### config.mk
export PLATFORM = sky130hd
export DESIGN_NAME = arb_mux
export DESIGN_NICKNAME = d
export VERILOG_FILES = /design/src/rtl/mux_pkg.sv /design/src/rtl/rr_arbiter.sv /design/src/rtl/arb_mux.sv
export SDC_FILE = /design/constraint.sdc
export NUM_CORES = 1
export LEC_CHECK = 0
export ABC_AREA = 1
export BUFFER_PORTS_ARGS = -buffer_cell sky130_fd_sc_hd__buf_2
export CELL_PAD_IN_SITES_DETAIL_PLACEMENT = 2
export CELL_PAD_IN_SITES_GLOBAL_PLACEMENT = 2
export CORE_MARGIN = 4
export CORE_UTILIZATION = 21
export CTS_BUF_LIST = sky130_fd_sc_hd__clkbuf_4 sky130_fd_sc_hd__clkbuf_8 sky130_fd_sc_hd__clkbuf_16
export CTS_CLUSTER_DIAMETER = 60
export DETAILED_ROUTE_END_ITERATION = 16
export PLACE_DENSITY = 0.87
export SLEW_MARGIN = 40
export SYNTH_ARGS = -nofsm -noshare
export SYNTH_HDL_FRONTEND = slang
export SYNTH_SLANG_ARGS = --single-unit
### constraint.sdc
create_clock -name clk -period 2.1 [get_ports clk]
set_input_delay 0.42 -clock clk [delete_from_list [all_inputs] [get_ports clk]]
set_output_delay 0.42 -clock clk [all_outputs]
set_load 0.02 [all_outputs]
### src/rtl/mux_pkg.sv
// mux_pkg: shared arbitration mode type and select-width helper for arb_mux.
package mux_pkg;
  typedef enum logic {ARB_FIXED = 1'b0, ARB_RR = 1'b1} arb_mode_e;
  function automatic int sel_width(input int n);
    return n > 1 ? $clog2(n) : 1;
  endfunction
endpackage

### src/rtl/rr_arbiter.sv
// rr_arbiter: combinational fixed-priority / round-robin grant via a doubled-vector scan.
module rr_arbiter
  import mux_pkg::*;
#(
  parameter int N     = 4,
  parameter int SEL_W = 2
) (
  input  logic [N-1:0]     req,
  input  logic [SEL_W-1:0] ptr,
  input  arb_mode_e        mode,
  output logic [N-1:0]     grant,
  output logic [SEL_W-1:0] idx,
  output logic             any_req
);
  logic [2*N-1:0] dbl;
  logic           found;
  int             base;
  assign dbl = {req, req};
  // Scanning the doubled vector from base wraps without needing N to be a power of two.
  always_comb begin
    grant   = '0;
    idx     = '0;
    found   = 1'b0;
    any_req = |req;
    base    = (mode == ARB_RR) ? int'(ptr) : 0;
    for (int k = 0; k < 2 * N; k++) begin
      if (!found && k >= base && dbl[k]) begin
        found          = 1'b1;
        idx            = SEL_W'(k % N);
        grant[k % N]   = 1'b1;
      end
    end
  end
endmodule

### src/rtl/arb_mux.sv
// arb_mux: N-channel valid/ready arbitrated multiplexer with one registered output stage.
module arb_mux
  import mux_pkg::*;
#(
  parameter int N_INPUTS = 4,
  parameter int DWIDTH   = 32,
  parameter int ARB_MODE = 1,
  localparam int SEL_W   = sel_width(N_INPUTS)
) (
  input  logic                clk,
  input  logic                rst,
  input  logic [N_INPUTS-1:0] in_valid,
  input  logic [DWIDTH-1:0]   in_data [N_INPUTS],
  output logic [N_INPUTS-1:0] in_ready,
  output logic                out_valid,
  output logic [DWIDTH-1:0]   out_data,
  output logic [SEL_W-1:0]    out_sel,
  input  logic                out_ready
);
  localparam arb_mode_e MODE = (ARB_MODE != 0) ? ARB_RR : ARB_FIXED;
  logic [N_INPUTS-1:0] grant;
  logic [SEL_W-1:0]    idx;
  logic [SEL_W-1:0]    ptr;
  logic                any_req;
  logic                accept;
  logic                take;
  rr_arbiter #(.N(N_INPUTS), .SEL_W(SEL_W)) u_arb (
    .req     (in_valid),
    .ptr     (ptr),
    .mode    (MODE),
    .grant   (grant),
    .idx     (idx),
    .any_req (any_req)
  );
  assign accept   = !out_valid | out_ready;
  assign take     = accept & any_req;
  assign in_ready = (accept && !rst) ? grant : '0;
  generate
    if (ARB_MODE != 0) begin : g_rr
      always_ff @(posedge clk or posedge rst) begin
        if (rst) ptr <= '0;
        else if (take) ptr <= (int'(idx) == N_INPUTS - 1) ? '0 : idx + SEL_W'(1);
      end
    end else begin : g_fixed
      assign ptr = '0;
    end
  endgenerate
  // Data and select are left untouched on an idle accept; only the valid flag drops.
  always_ff @(posedge clk or posedge rst) begin
    if (rst) begin
      out_valid <= 1'b0;
      out_data  <= '0;
      out_sel   <= '0;
    end else if (take) begin
      out_valid <= 1'b1;
      out_data  <= in_data[idx];
      out_sel   <= idx;
    end else if (accept) begin
      out_valid <= 1'b0;
    end
  end
endmodule

==> results of run 1 <==
## layout make-up
| cell class | instances | area [um^2] | share of cell area |
|---|---|---|---|
| multi-input combinational | 276 | 1440 | 0.348 |
| timing repair buffer | 187 | 1010 | 0.244 |
| sequential | 37 | 927 | 0.224 |
| inverter | 96 | 364 | 0.0880 |
| tap | 176 | 220 | 0.0532 |
| clock buffer | 7 | 146 | 0.0354 |
| clock inverter | 1 | 30.0 | 0.00726 |
## cell families (layout without fill, tap and decap cells)
family / after synthesis / after routing / share of synthesized area
AOI/OAI and AO/OA: 50 / 50 / 0.144
buffers and inverters: 124 / 291 / 0.183
DFF: 37 / 37 / 0.326
and+or+nand+nor: 226 / 226 / 0.347
## sequential cells by signal, summed over array words and instances, names as in the netlist
name       flops
out_sel        2
out_data      32
ptr            2
out_valid      1
## worst reg2reg max path, stage by stage (launching register included)
cell and delay [ns]:
dfrtp_1 0.43, nor2_2 0.18, nand2_2 0.10, buf_4 0.15, nand4_2 0.11, nand3_4 0.14
buf_4 0.24, nand2_1 0.09, nand3_1 0.10, nand2_1 0.10, nand2_1 0.05, nand2_1 0.07
## synthesized netlist by cell type (all sizes together)
cell | instances | area share
nand2 | 148 | 0.20
nor3 | 1 | 0.0018
nand4 | 23 | 0.053
a32oi | 1 | 0.0031
buf | 19 | 0.044
clkinv | 1 | 0.0013
o211ai | 42 | 0.12
clkbuf | 9 | 0.012
a21oi | 4 | 0.0070
nand3 | 45 | 0.081
o21a | 1 | 0.0026
inv | 95 | 0.13
a31oi | 1 | 0.0044
dfrtp | 37 | 0.33
nor2 | 9 | 0.013
o221ai | 1 | 0.0031
## worst paths after layout
check | slack (ns) | end | cells after the start | start
worst max-delay path | 0.1 | in_ready[1] | 5 | ptr[0]$_DFFE_PP0P_
worst min-delay path | 0.31 | out_data[15]$_DFFE_PP0P_ | 3 | rst
min in group clk | 0.39 | out_data[23]$_DFFE_PP0P_ | 3 | in_data[55]
max in group asynchronous | 1.43 | out_data[27]$_DFFE_PP0P_ | 3 | rst
worst max register to register | 0.27 | out_data[22]$_DFFE_PP0P_ | 11 | ptr[0]$_DFFE_PP0P_
worst min register to register | 0.47 | out_data[12]$_DFFE_PP0P_ | 2 | out_data[12]$_DFFE_PP0P_
## routing by layer
layer	GRT usage	routed length, um	up-vias
li1	-	-	1716
met1	0.193	5110	1671
met2	0.277	5960	133
met3	0.0463	978	4
met4	0.0271	71	0
met5	0	0	-
## repair_timing
item                       CTS  global route
pin swaps                    0             3
buffers inserted             0             2
resized for setup            2             8
setup endpoints to repair    2             3
hold endpoints to repair     0             0
## power groups by stage
stage               registers (uW)  clock network, uW  logic (uW)
finish                        1270                915        2700
global route                  1320                973        3030
floorplan                     1640                  0        1360
global placement              1250                  0        2600
detailed placement            1270                  0        2720
CTS                           1260                939        2730
## through the flow
stage | power (uW) | cell area (um^2) | instances
after floorplan | 3000 | 2850 | 437
after global placement | 3850 | 3910 | 770
after detailed placement | 3990 | 3920 | 770
after CTS | 4940 | 4100 | 778
after global routing | 5320 | 4140 | 780
final | 4880 | 4140 | 780
==> summary.txt, run 1 <==
Layout
  – Net count, final: 738
  – Core Util, Final: 0.312
  – Fillcell total: 1649
  – Layout cell share with drive strength beyond 1: 0.369
  – Most frequent cells in the layout: buf_2, nand2_1, inv_1, nand3_1, dfrtp_1
  – Synth-to-Final Area Change: 45.6%
  – Antenna diodes: 0
  – Most common cell after layout, fill and taps aside: buf_2

CTS
  – Clock sinks: 37
  – CTS Buffer Depth: 2
  – CTS buffer count: 5
  – CTS Root Buffer Type: clkbuf_16
  – Hold_buf cts: 0
  – Htree depth: 2
  – Clock Latency Late Sink: 0.28 ns
  – Clock transition at path regs: 0.06 ns
  – CTS tree: done

Timing
  – Clock Skew: 0.00770 ns
  – Tcrit/Tclk final: 0.954
  – Number of failing hold endpoints at the final stage: 0
  – TNS Setup: 0 ns
  – Measured slew at the worst slew-check pin: 0.568 ns
  – Slew Limit Fails: 0
  – Final setup margin: 0.0972 ns
  – Worst hold margin: 0.306 ns
  – Min cycle time layout: 2.00 ns
  – Fmax: 0.499 GHz
  – # setup viols final: 0
  – Worst slew margin: 0.621

Critical path
  – Delay-heaviest family, CP: compound AO/OA/AOI/OAI gates
  – CP arrival: 1.58 ns
  – CP Capture Type: output pin
  – CP cell instances: nor2_2, a21oi_1, nand3_2, a21oi_1, buf_2
  – CP max stage cell: dfrtp_1
  – Startpoint types: register
  – Crit-path max FO: 3
  – Crit Path Class: register to output pin
  – CP bufs+invs: 1
  – Max incr delay on CP: 0.42 ns
  – Cell mode on critical path: a21oi_1
  – Worst path required time: 1.68 ns

Yosys
  – Cells after Synth: 437
  – Seq/Total Area, Yosys: 0.326
  – Syn Nets: 572
  – Number of library cell types mapped by synthesis: 25
  – Post-Syn Area: 0.00284 mm^2
  – Post-Syn Area per Cell: 6.50 um^2
  – #FFs+latches synth: 37
  – Yosys warning total: 0

Global route
  – Total Routing Usage GR: 0.157
  – First-pass GRT wire length: 20.4 mm
  – GRT Residual Overflow: 0
  – Vias in the first global route: 4048
  – Initial antenna violation count: 0
  – Pin count of the biggest net entering global routing: 45

Floorplan
  – Starting Density: 0.215
  – Die area: 0.0155 mm^2
  – Core region area: 0.0132 mm^2
  – Die Ht: 124 um
  – Ports: 174
  – DIE WIDTH: 124 um
  – # rows: 42

Flow run
  – MaxCap Viol Count: 0

Drt
  – DRT antenna net count: 0
  – Via count: 3524
  – Routed WL: 12.1 mm
  – Drt drc: 0
  – Starting DRT DRC Count: 68
  – Post-DR wirelength/cell: 15.5 um
  – Routed vias/inst: 4.52
  – Detailed Routing Iterations Pass 1: 4

Placement
  – Gpl congestion: 0.843
  – Port Buffer Count: 173
  – DP HPWL: 9.89 mm
  – Worst slack, placed: 0.0974 ns

Pwr
  – Sequential share of power: 0.259
  – Power per cell area: 1180 mW/mm^2
  – Sw Share: 0.469
  – Worst vdd ir: 0.333 mV
  – LEAKAGE: 0.00242 uW
  – Internal: 2590 uW
  – P_sw: 2290 uW
  – Gate power share: 0.553
  – Part of the power in the clock network: 0.187

Status
  – Status: finished clean

Hold path
  – Worst hold path class: primary input to asynchronous set/reset pin
Note: power is estimated with default switching activity, not from simulation.
==> run 2: changes to the inputs <==
- ABC_AREA: 1 -> 0
- CORE_UTILIZATION: 21 -> 22
- GPL_ROUTABILITY_DRIVEN: unset -> 1
- PLACE_DENSITY: 0.87 -> 0.86
- SETUP_SLACK_MARGIN: unset -> 0.5
==> run 2 against run 1 <==
Against the previous run:
- sequential power shrank 9%
- area after synthesis shrank 15%
- die area shrank 18%
- critical endpoint is now in_ready[2]
==> summary.txt, run 2 <==
Status
  – Status: finished clean

Layout
  – Max reg flops: 32 (unchanged)
  – Synth-to-Final Area Change: 76.2%
  – Top reg by flops: out_data
  – Final instance count without filler cells: 569 (-27%)
  – Net count, final: 567 (-23%)
  – Antenna diodes: 0 (unchanged)
  – Multi-input logic area: 0.00159 mm^2 (+10%)
  – Most common cell after layout, fill and taps aside: buf_2
  – Layout cell share with drive strength beyond 1: 0.600 (+0.231)
  – Top Registers: out_data (32), out_sel (2), ptr (2)
  – Fillcell total: 1144 (-31%)
  – Reg area: 928 um^2 (+0.13%)
  – Most frequent cells in the layout: buf_2, mux2i_1, nand2_1, dfrtp_1, o221ai_1

Drt
  – Routed WL: 12.3 mm (+1.3%)
  – Detailed Routing Iterations Pass 1: 3 (-1)
  – DRT antenna net count: 0 (unchanged)
  – Post-DR wirelength/cell: 21.6 um (+39%)
  – Via count: 2796 (-21%)
  – Drt drc: 0 (unchanged)
  – Starting DRT DRC Count: 54 (-21%)
  – Routed vias/inst: 4.91 (+8.8%)

Placement
  – DP HPWL: 7.89 mm (-20%)
  – Gpl congestion: 0.789 (-6.4%)
  – Worst slack, placed: 0.0478 ns (-0.0496 ns)
  – Dpl cells: 536 (-30%)
  – Port Buffer Count: 173 (unchanged)

Timing
  – Clock Skew: 0.0136 ns (+0.00590 ns)
  – # setup viols final: 0 (unchanged)
  – Tcrit/Tclk final: 0.914 (-0.0396)
  – Slew Limit Fails: 0 (unchanged)
  – Measured slew at the worst slew-check pin: 0.472 ns (-0.0957 ns)
  – Worst slew margin: 0.685 (+0.0643)
  – Fmax: 0.521 GHz (+4.3%)
  – Number of failing hold endpoints at the final stage: 0 (unchanged)
  – RSZ-0062 raised after global routing: true
  – TNS Setup: 0 ns (unchanged)
  – Final setup margin: 0.180 ns (+0.0831 ns)
  – Min cycle time layout: 1.92 ns (-0.0831 ns)

Pwr
  – Power per cell area: 1120 mW/mm^2 (-5.2%)
  – Total power: 4760 uW (-2.6%)
  – LEAKAGE: 0.00212 uW (-12%)
  – Worst vdd ir: 0.408 mV (+22%)

Floorplan
  – Starting Density: 0.230 (+0.0151)
  – Die Ht: 113 um (-9.3%)
  – Ports: 174 (unchanged)
  – # rows: 37 (-12%)
  – DIE WIDTH: 113 um (-9.3%)
  – Core region area: 0.0105 mm^2 (-21%)
  – Die area: 0.0127 mm^2 (-18%)

CTS
  – CTS buffer count: 5 (unchanged)
  – CTS Root Buffer Type: clkbuf_8
  – Clock sinks: 37 (unchanged)
  – Clock transition at path regs: 0.09 ns (+0.03 ns)
  – CTS Buffer Depth: 2 (unchanged)
  – Hold_buf cts: 0 (unchanged)
  – CTS tree: done
  – Clock Latency Late Sink: 0.29 ns (about the same)
  – Htree depth: 2 (unchanged)

Critical path
  – Startpoint types: register
  – Crit Path Class: register to output pin
  – Max incr delay on CP: 0.43 ns (about the same)
  – CP arrival: 1.50 ns (-0.08 ns)
  – CP Capture Type: output pin
  – CP max stage cell: dfrtp_2
  – Worst R2R Setup Slack: 0.23 ns (-0.04 ns)
  – R2R cell count: 9 (-2)
  – Crit-path max FO: 7 (+4)
  – Worst path required time: 1.68 ns (about the same)
  – FF-to-FF End: out_data[8]$_DFFE_PP0P_
  – CP cell instances: buf_12, o22a_1, o22ai_1, and3_1, buf_6
  – Worst reg2reg path startpoint: ptr[1]$_DFFE_PP0P_

Yosys
  – Most common cell in the synthesized netlist: mux2i_1
  – Synth top cells by count: mux2i_1, nand2_1, dfrtp_1
  – Syn Nets: 375 (-34%)
  – Cell accounting for the most synthesized area: dfrtp_1
  – Seq/Total Area, Yosys: 0.384 (+0.0578)
  – Cells after Synth: 240 (-45%)
  – EDFF count, synth: 0 (unchanged)
  – Post-synth top flop: dfrtp_1
  – Top post-synthesis cells by area: dfrtp_1, mux2i_1, o221ai_1
  – Asr flop ratio synth: 1.00 (unchanged)
  – Post-Syn Area per Cell: 10.1 um^2 (+55%)
  – Post-Syn Area: 0.00241 mm^2 (-15%)
  – Number of library cell types mapped by synthesis: 31 (+24%)
  – Yosys warning total: 0 (unchanged)
  – Post-synth top area share: 0.384 (+0.0578)
  – #FFs+latches synth: 37 (unchanged)

Global route
  – GRT Residual Overflow: 0 (unchanged)
  – Initial antenna violation count: 0 (unchanged)
  – Pin count of the biggest net entering global routing: 27 (-40%)
  – First-pass GRT wire length: 17.8 mm (-12%)
  – Vias in the first global route: 3210 (-21%)
  – Total Routing Usage GR: 0.178 (+0.0207)

Flow run
  – MaxCap Viol Count: 0 (unchanged)

Hold path
  – Worst hold path class: primary input to asynchronous set/reset pin
[run 2: changes by cell type after synthesis, sizes merged, moves of 4 or more]
| cell | before | now |
|---|---|---|
| nand4 | 23 | 0 |
| clkbuf | 9 | 1 |
| nand2b | 0 | 4 |
| o211ai | 42 | 2 |
| inv | 95 | 4 |
| o221ai | 1 | 31 |
| nand3 | 45 | 1 |
| nand2 | 148 | 43 |
| mux2i | 0 | 63 |
| o21ai | 0 | 4 |
[run 2: worst max-delay path: cells and delay by family (launching register included)]
kind | cells | cell delay [ns]
flops | 1 | 0.43
buf+inv | 2 | 0.26
simple gates | 1 | 0.19
compound gates | 2 | 0.34
[run 2: final cells by class]
class / instances / share of cell area
clock buffer: 5 / 0.0162
clock inverter: 3 / 0.00412
inverter: 4 / 0.00353
multi-input combinational: 177 / 0.373
sequential: 37 / 0.218
tap: 136 / 0.0400
timing repair buffer: 207 / 0.345
[run 2: cell families after synthesis]
kind of cell	share of synthesized area
AOI/OAI and AO/OA	0.168
xor gates and xnor gates	0.00363
buffers and inverters	0.0679
DFF	0.384
muxes	0.266
and+or+nand+nor	0.111
[run 2: worst max-delay path by stage]
stage / from / end / slack, ns / depth (start not counted)
after floorplan: in_valid[2] / out_data[18]$_DFFE_PP0P_ / 0.45 / 6
after global placement: ptr[1]$_DFFE_PP0P_ / out_data[18]$_DFFE_PP0P_ / 0.19 / 6
after detailed placement: ptr[1]$_DFFE_PP0P_ / out_data[4]$_DFFE_PP0P_ / 0.05 / 6
after CTS: ptr[1]$_DFFE_PP0P_ / in_ready[2] / 0.18 / 5
after global routing: ptr[1]$_DFFE_PP0P_ / in_ready[2] / 0.11 / 5
final: ptr[1]$_DFFE_PP0P_ / in_ready[2] / 0.18 / 5
[run 2: timing repair]
item                                   CTS  global route
endpoints found under the hold margin    0             0
setup buffers                           14             1
gates resized for setup                 36            35
pin swaps                                7             9
gates cloned                             8             2
setup endpoints to repair               40            40
[run 2: power by group]
part	switching (uW)	internal, uW	leakage (uW)
Combinational	1550	1550	0.00163
Clock	275	230	0.0000439
Sequential	159	987	0.000447
Total	1980	2770	0.00212
[run 2: routing by layer]
layer  vias to the layer above  GRT usage  routed length, um
met4                         0     0.0433                269
met1                      1375      0.205               4540
li1                       1286          -                  -
met5                         -          0                  0
met3                        16     0.0481                767
met2                       119      0.327               6700
[run 2: through the flow]
step	hold slack (ns)	instance area, um^2	util
3_5_place_dp	0.478	3460	0.329
2_1_floorplan	0.579	2480	-
3_3_place_gp	0.459	3460	0.329
5_1_grt	0.196	4250	0.405
6_report	0.169	4250	0.405
4_1_cts	0.237	4010	0.381
==> run 3: changes to the inputs <==
- GPL_TIMING_DRIVEN: unset -> 0
- MAX_ROUTING_LAYER: unset -> met4
==> run 3 against run 2 <==
Against the previous run:
- critical path depth grew 1
- first-iteration DRC count shrank 1.9%
- clock-buffer cell count grew 2
- non-clock buffer count grew 13
- die area is the same
- sequential power is essentially flat
- highest routed layer unchanged
==> summary.txt, run 3 (synthesized netlist as in run 2, its figures left out) <==
Layout
  – Top Registers: out_data (32), out_sel (2), ptr (2)
  – Layout cell share with drive strength beyond 1: 0.587 (-0.0130)
  – Most frequent cells in the layout: buf_2, mux2i_1, nand2_1, dfrtp_1, o221ai_1
  – Fillcell total: 1124 (-1.7%)
  – Max reg flops: 32 (unchanged)
  – Top reg by flops: out_data
  – Final instance count without filler cells: 582 (+2.3%)
  – Most common cell after layout, fill and taps aside: buf_2
  – Net count, final: 580 (+2.3%)
  – Antenna diodes: 0 (unchanged)
  – Core Util, Final: 0.410 (+0.00524)
  – Synth-to-Final Area Change: 78.4%

Timing
  – Min cycle time layout: 1.92 ns (+0.00395 ns)
  – Fmax: 0.520 GHz (-0.21%)
  – RSZ-0062 raised after global routing: true
  – # setup viols final: 0 (unchanged)
  – Measured slew at the worst slew-check pin: 0.469 ns (-0.00301 ns)
  – TNS Setup: 0 ns (unchanged)
  – Worst slew margin: 0.687 (+0.00201)
  – Clock Skew: 0.0146 ns (+0.000957 ns)
  – Number of failing hold endpoints at the final stage: 0 (unchanged)
  – Final setup margin: 0.176 ns (-0.00395 ns)
  – Slew Limit Fails: 0 (unchanged)
  – Tcrit/Tclk final: 0.916 (+0.00188)

CTS
  – Clock sinks: 37 (unchanged)
  – CTS Buffer Depth: 2 (unchanged)
  – CTS buffer count: 5 (unchanged)
  – Clock transition at path regs: 0.09 ns (about the same)
  – CTS tree: done
  – CTS Root Buffer Type: clkbuf_8
  – Htree depth: 2 (unchanged)
  – Hold_buf cts: 0 (unchanged)
  – Clock Latency Late Sink: 0.29 ns (about the same)

Floorplan
  – Die Ht: 113 um (unchanged)
  – DIE WIDTH: 113 um (unchanged)
  – Core region area: 0.0105 mm^2 (unchanged)
  – # rows: 37 (unchanged)
  – Die area: 0.0127 mm^2 (unchanged)
  – Starting Density: 0.230 (unchanged)
  – Ports: 174 (unchanged)

Global route
  – Pin count of the biggest net entering global routing: 20 (-26%)
  – Total Routing Usage GR: 0.181 (+0.00257)
  – GRT Residual Overflow: 0 (unchanged)
  – First-pass GRT wire length: 17.8 mm (about the same)
  – Initial antenna violation count: 0 (unchanged)
  – Vias in the first global route: 3237 (+0.84%)

Critical path
  – CP bufs+invs: 2 (unchanged)
  – Worst reg2reg path startpoint: ptr[1]$_DFFE_PP0P_
  – CP cell instances: buf_6, o21ai_0, nand2_1, o21ai_1, and3_1, buf_4
  – R2R cell count: 9 (unchanged)
  – FF-to-FF End: out_data[22]$_DFFE_PP0P_
  – Delay-heaviest family, CP: flip-flops
  – CP Capture Type: output pin
  – Worst path required time: 1.68 ns (about the same)
  – Worst R2R Setup Slack: 0.20 ns (-0.03 ns)
  – CP max stage cell: dfrtp_2
  – Max incr delay on CP: 0.45 ns (+0.02 ns)
  – Startpoint types: register
  – Crit Path Class: register to output pin
  – Crit-path max FO: 5 (-2)
  – CP arrival: 1.50 ns (about the same)

Drt
  – Met2 wire len: 6.16 mm (-8.0%)
  – Met1 WL: 4.81 mm (+6.0%)
  – Drt drc: 0 (unchanged)
  – Via count: 2814 (+0.64%)
  – Detailed Routing Iterations Pass 1: 4 (+1)
  – Top sig layer: met4
  – Routed vias/inst: 4.84 (-1.6%)
  – Routed WL: 11.8 mm (-4.0%)
  – Starting DRT DRC Count: 53 (-1.9%)
  – Met3 wire len: 654 um (-15%)
  – DRT antenna net count: 0 (unchanged)
  – Post-DR wirelength/cell: 20.2 um (-6.2%)

Placement
  – Dpl cells: 546 (+1.9%)
  – Port Buffer Count: 169 (-2.3%)
  – Gpl congestion: 0.780 (-1.1%)
  – DP HPWL: 8.80 mm (+11%)
  – Worst slack, placed: 0.0213 ns (-0.0265 ns)

Status
  – Status: finished clean

Flow run
  – MaxCap Viol Count: 0 (unchanged)

Pwr
  – Power per cell area: 1140 mW/mm^2 (+1.7%)
  – LEAKAGE: 0.00222 uW (+4.4%)
  – Worst vdd ir: 0.422 mV (+3.4%)

Hold path
  – Worst hold path class: primary input to asynchronous set/reset pin
==> run 3: repair_timing <==
| action | CTS | global route |
|---|---|---|
| gates resized for setup | 41 | 27 |
| pin swaps | 5 | 9 |
| hold endpoints to repair | 0 | 0 |
| gates cloned | 7 | 2 |
| buffers inserted | 11 | 8 |
| setup endpoints to repair | 40 | 40 |
==> run 3: worst max-delay path by stage <==
stage,startpoint,endpoint,depth (start not counted)
floorplan,in_valid[2],out_data[18]$_DFFE_PP0P_,6
global placement,in_valid[1],out_data[8]$_DFFE_PP0P_,6
detailed placement,in_valid[1],out_data[23]$_DFFE_PP0P_,6
CTS,ptr[1]$_DFFE_PP0P_,in_ready[2],5
global route,ptr[1]$_DFFE_PP0P_,out_data[5]$_DFFE_PP0P_,9
finish,ptr[1]$_DFFE_PP0P_,in_ready[0],6
==> run 3: layout make-up <==
cell class	instances	area, um^2	area share
Inverter	4	15.0	0.00349
Clock inverter	1	30.0	0.00697
Buffer	22	250	0.0581
Sequential cell	37	928	0.216
Timing Repair Buffer	198	1330	0.309
Clock buffer	7	90.1	0.0209
Tap cell	136	170	0.0395
Multi-Input combinational cell	177	1490	0.346
==> run 3: routing by layer <==
metal	track usage	up-vias
met1	0.216	1383
met5	-	-
met2	0.317	116
met3	0.0364	10
met4	0.0353	0
li1	-	1305
==> run 3: metrics by stage <==
step / power, uW / instance area [um^2] / hold WS (ns)
finish: 4900 / 4310 / 0.161
global route: 5200 / 4310 / 0.199
CTS: 4660 / 4060 / 0.177
detailed placement: 3340 / 3520 / 0.478
global placement: 3230 / 3500 / 0.455
floorplan: 2570 / 2480 / 0.579
==> run 3: power by group <==
part,switching (uW),leakage [uW],internal [uW]
Combinational,1500,0.00171,1580
Sequential,166,0.000447,988
Clock,272,0.0000619,401
Total,1930,0.00222,2960
==> run 3: worst register-to-register path: cells and delay by family (launching register included) <==
family / cells / cell delay (ns)
compound gates: 1 / 0.13
simple gates: 3 / 0.41
buf+inv: 4 / 0.57
mux: 1 / 0.23
flops: 1 / 0.45
